[config.mk]
export PLATFORM = sky130hd
export DESIGN_NAME = imul_iter_ctrl
export DESIGN_NICKNAME = d
export VERILOG_FILES = /design/src/rtl/imul_iter_ctrl.sv
export SDC_FILE = /design/constraint.sdc
export NUM_CORES = 1
export LEC_CHECK = 0
export ABC_AREA = 1
export BUFFER_PORTS_ARGS = -buffer_cell sky130_fd_sc_hd__buf_4
export CORE_AREA = 2 2 118 120
export CTS_BUF_LIST = sky130_fd_sc_hd__clkbuf_16
export DETAILED_ROUTE_END_ITERATION = 16
export DIE_AREA = 0 0 120 122
export GPL_ROUTABILITY_DRIVEN = 0
export HOLD_SLACK_MARGIN = 0.1
export PLACE_DENSITY = 0.87
export SETUP_SLACK_MARGIN = 0.02
export SYNTH_ARGS = -nofsm -noshare
export SYNTH_HDL_FRONTEND = slang
export SYNTH_SLANG_ARGS = --single-unit
[constraint.sdc]
create_clock -name clk -period 2.8 [get_ports clk]
set_input_delay 0 -clock clk [delete_from_list [all_inputs] [get_ports clk]]
set_output_delay 0 -clock clk [all_outputs]
set_load 0.03 [all_outputs]
[src/rtl/imul_iter_ctrl.sv]
// imul_iter_ctrl: iterative shift-add integer multiplier with val/rdy streams.
// A three-state control FSM (IDLE/CALC/DONE) sequences operand, result and
// counter registers. Each CALC cycle performs one partial-product step.
// The result is the low p_nbits of a*b, which is correct for both signed and
// unsigned operands.
// Optional feature: define IMUL_EARLY_EXIT_EN to leave CALC as soon as the
// remaining multiplier bits are all zero. Products are the same either way;
// only latency changes.
module imul_iter_ctrl #(
  parameter int p_nbits = 32
) (
  input  logic                   clk,
  input  logic                   rst,
  input  logic                   istream_val,
  output logic                   istream_rdy,
  input  logic [2*p_nbits-1:0]   istream_msg,
  output logic                   ostream_val,
  input  logic                   ostream_rdy,
  output logic [p_nbits-1:0]     ostream_msg
);

  localparam int CW = $clog2(p_nbits);
  localparam logic [CW-1:0] LastCount = CW'(p_nbits - 1);

  typedef enum logic [1:0] {
    IDLE = 2'd0,
    CALC = 2'd1,
    DONE = 2'd2
  } state_t;

  state_t             state_q, state_d;
  logic [p_nbits-1:0] a_q, a_d;
  logic [p_nbits-1:0] b_q, b_d;
  logic [p_nbits-1:0] result_q, result_d;
  logic [CW-1:0]      count_q, count_d;
  logic [p_nbits-1:0] b_shifted;

  // State and datapath registers; reset aborts any operation in flight.
  always_ff @(posedge clk or posedge rst) begin
    if (rst) begin
      state_q  <= IDLE;
      a_q      <= '0;
      b_q      <= '0;
      result_q <= '0;
      count_q  <= '0;
    end else begin
      state_q  <= state_d;
      a_q      <= a_d;
      b_q      <= b_d;
      result_q <= result_d;
      count_q  <= count_d;
    end
  end

  assign b_shifted = b_q >> 1;

  // Next-state and datapath update: load in IDLE, one shift-add step per CALC cycle.
  always_comb begin
    state_d  = state_q;
    a_d      = a_q;
    b_d      = b_q;
    result_d = result_q;
    count_d  = count_q;
    unique case (state_q)
      IDLE: begin
        if (istream_val && istream_rdy) begin
          a_d      = istream_msg[2*p_nbits-1:p_nbits];
          b_d      = istream_msg[p_nbits-1:0];
          result_d = '0;
          count_d  = '0;
          state_d  = CALC;
`ifdef IMUL_EARLY_EXIT_EN
          // A zero multiplier needs no steps at all.
          if (istream_msg[p_nbits-1:0] == '0) begin
            state_d = DONE;
          end
`endif
        end
      end
      CALC: begin
        if (b_q[0]) begin
          result_d = result_q + a_q;
        end
        a_d     = a_q << 1;
        b_d     = b_shifted;
        count_d = count_q + CW'(1);
        if (count_q == LastCount) begin
          state_d = DONE;
        end
`ifdef IMUL_EARLY_EXIT_EN
        // No set bits remain, so further steps could not change the result.
        if (b_shifted == '0) begin
          state_d = DONE;
        end
`endif
      end
      DONE: begin
        if (ostream_rdy) begin
          state_d = IDLE;
        end
      end
      default: begin
        state_d = IDLE;
      end
    endcase
  end

  // Stream outputs decoded from the state register only (plus reset gating).
  always_comb begin
    istream_rdy = 1'b0;
    ostream_val = 1'b0;
    ostream_msg = '0;
    if (state_q == IDLE && !rst) begin
      istream_rdy = 1'b1;
    end
    if (state_q == DONE) begin
      ostream_val = 1'b1;
      ostream_msg = result_q;
    end
  end

endmodule

==> impl_results.md <==
- Status: finished clean
- IO Port Bufs: 101
- Fin crit share: 0.775
- Hold Vio Cnt, Final: 0
- Crit path max fanout: 33
- Crit Path Class: reg2out
- Post-CTS setup buffer count: 0
- Worst-path clk slew: 0.07 ns
- Reg-to-Reg End: result_q[20]
- # hold bufs at CTS: 69
- Total track usage: 0.282
- Setup Skew: 0.00787 ns
- Vias in the first global route: 6957
- Min Tclk post-route: 2.17 ns
- Internal Power: 5.31 mW
- Main flop type after synthesis: dfrtp_1
- Dpl ws: 0.772 ns
- TritonRoute pass-1 iters: 5
- Syn avg cell area: 6.93 sq um
- Count of cell types in the netlist: 30
- First-pass GRT wire length: 32600 microns
- Total Wirelength: 20100 microns
- Initial antenna violation count: 0
- Initial Utilization: 0.515
- Post-synthesis async set-or-reset flop share: 1.00
- Worst Path Arrival: 2.17 ns
- Most used routing layer: met2
- Vias: 7160
- FP Rows: 43
- Pwr/cell area: 1210 mW/mm^2
- Met3 usage: 0.0449
- Worst endpoint required time: 2.80 ns
- Num CTS Buffers: 9
- Flops & latches, synth: 103
- Mapped cell area: 0.00696 sq mm
- # resized after CTS: 0
- CTS H-tree depth: 3
- Gr ovfl total: 0
- P_leak: 4.87 nW
- Setup TNS: 0 ns
- Critical Path Start Type: register
- Max-cap check violation count: 0
- Post-Layout Cell Count: 1343
- RSZ-0062 raised after global routing: false
- Die Y: 122 microns
- Largest net degree at the start of global routing: 128
- GR Util met2: 0.493
- Die Footprint: 0.0146 sq mm
- Post-DRT Antenna Nets: 0
- Final worst slack: 0.631 ns
- Detailed-route DRC error count: 0
- Initial DRC Count: 616
- Longest Clk Path Bufs: 2
- EDFF count, synth: 0
- Worst r2r path cells: 13
- Worst-Margin Slew: 1.11 ns
- Critical R2R Launch: a_q[0]
- Area added between synthesis and finish: 27.2%
- Cells after Synth: 1004
- Crit path capture type: output port
- Layout Nets: 1260
- Placed cell count: 1258
- Hold Path Class: in2async
- Hold Slack: 0.306 ns
- Max VDD drop: 0.000557 V
- Via/cell ratio: 5.33
- Die X: 120 microns
- Core area: 0.0135 sq mm
- Final count of pins violating max slew: 0
- CTS root buf: clkbuf_16
- CTS tree: built
- Register-to-register setup slack: 0.74 ns
- Power Total: 10.7 mW
- Layout cells sized above 1: 0.111
- Synth Warn #: 0
- Worst-Skew Late Latency: 0.36 ns
- Fmax: 461 MHz
- Met1 Track Usage GR: 0.342
- Final instance area: 0.00885 sq mm
- Wire per inst: 14.9 microns
- Util after Layout: 0.655
- Placement Cell Area: 0.00784 sq mm
- Final setup violation count: 0
- Post-DP HPWL: 13200 microns
- Slew HR: 0.262
- I/O pin count: 102
- Clock network fraction of design power: 0.129
- Reg power frac: 0.247
- Switching Fraction: 0.503
- ANT cells: 0
- Combinational Power Share: 0.625
- Switching pwr: 5.37 mW
- Seq/Total Area, Yosys: 0.370
- CTS Sinks: 103
- Syn nets: 1106
## logic make-up (layout without fill, tap and decap cells)
group	count (synthesis)	in the layout	synth area share
buffers and inverters	259	418	0.149
AOI/OAI and AO/OA	136	136	0.135
DFF	103	103	0.370
and+or+nand+nor	467	467	0.277
xor gates and xnor gates	5	5	0.00629
adders and majority gates	34	34	0.0622
## placed cells by master, fill, tap and decap left out
cell type / instances
nand2_1: 268
inv_1: 222
buf_4: 106
dfrtp_1: 103
nor2_1: 81
dlygate4sd3_1: 69
nor3_1: 64
a221oi_1: 60
nand3_1: 46
ha_1: 33
o21ai_0: 31
a21oi_1: 28
clkbuf_16: 9
o22ai_1: 8
xor2_1: 3
clkinv_1: 3
o21bai_1: 3
nand4_1: 3
nand2_4: 2
xnor2_1: 2
inv_4: 2
a22o_1: 2
bufinv_16: 2
inv_6: 2
buf_12: 2
nor2_4: 1
nor3_4: 1
o21ai_1: 1
or2_2: 1
a21boi_0: 1
a21o_1: 1
a211oi_1: 1
fa_1: 1
clkinvlp_4: 1
## sequential cells by signal (all words and copies together), names as in the netlist
name	cells
result_q	32
state_q	2
b_q	32
a_q	32
count_q	5
## Yosys cell counts (all sizes together) (8+ instances only)
library cell,number,share of area
nand2,270,0.15
inv,224,0.12
dfrtp,103,0.37
nor2,82,0.044
nor3,65,0.048
a221oi,60,0.076
nand3,46,0.033
ha,33,0.059
o21ai,32,0.023
a21oi,28,0.020
buf,20,0.020
clkbuf,14,0.0076
o22ai,8,0.0072
## power groups by stage
| stage | Clock [mW] | Combinational [mW] | Sequential, mW |
|---|---|---|---|
| CTS | 1.37 | 6.51 | 2.60 |
| global placement | 0 | 6.16 | 2.60 |
| detailed placement | 0 | 6.37 | 2.63 |
| global route | 1.44 | 7.55 | 2.69 |
| floorplan | 0 | 5.08 | 2.46 |
| finish | 1.38 | 6.67 | 2.63 |
## worst max-delay path, cell delays in order, from the launching register on
cell and delay, ns:
dfrtp_1 0.45, inv_1 0.11, nor2_1 0.06, inv_1 0.80
nor2_1 0.16, buf_4 0.23
## metal layers
metal	share of wire	routed length, microns	vias up
li1	-	-	3519
met1	0.40	8110	3247
met2	0.49	9870	339
met3	0.071	1430	55
met4	0.032	642	0
met5	0	0	-
## worst max path at each step
| stage | from | endpoint | slack (ns) | cells past startpoint |
|---|---|---|---|---|
| 4_1_cts | state_q[1] | ostream_msg[9] | 0.63 | 5 |
| 3_5_place_dp | a_q[0] | result_q[20] | 0.77 | 13 |
| 3_3_place_gp | a_q[0] | result_q[20] | 0.83 | 13 |
| 6_report | state_q[1] | ostream_msg[31] | 0.63 | 5 |
| 5_1_grt | state_q[1] | ostream_msg[31] | 0.45 | 5 |
| 2_1_floorplan | rst | a_q[0] | 0.1 | 1 |
## area by class of cell
| class | instances | area (sq um) |
|---|---|---|
| fill | 1065 | 4660 |
| clock buffer | 9 | 225 |
| sequential | 103 | 2580 |
| clock inverter | 7 | 92.6 |
| tap | 180 | 225 |
| timing repair buffer | 177 | 1530 |
| inverter | 225 | 850 |
| multi-input combinational | 642 | 3350 |
Note: power is estimated with default switching activity, not from simulation.
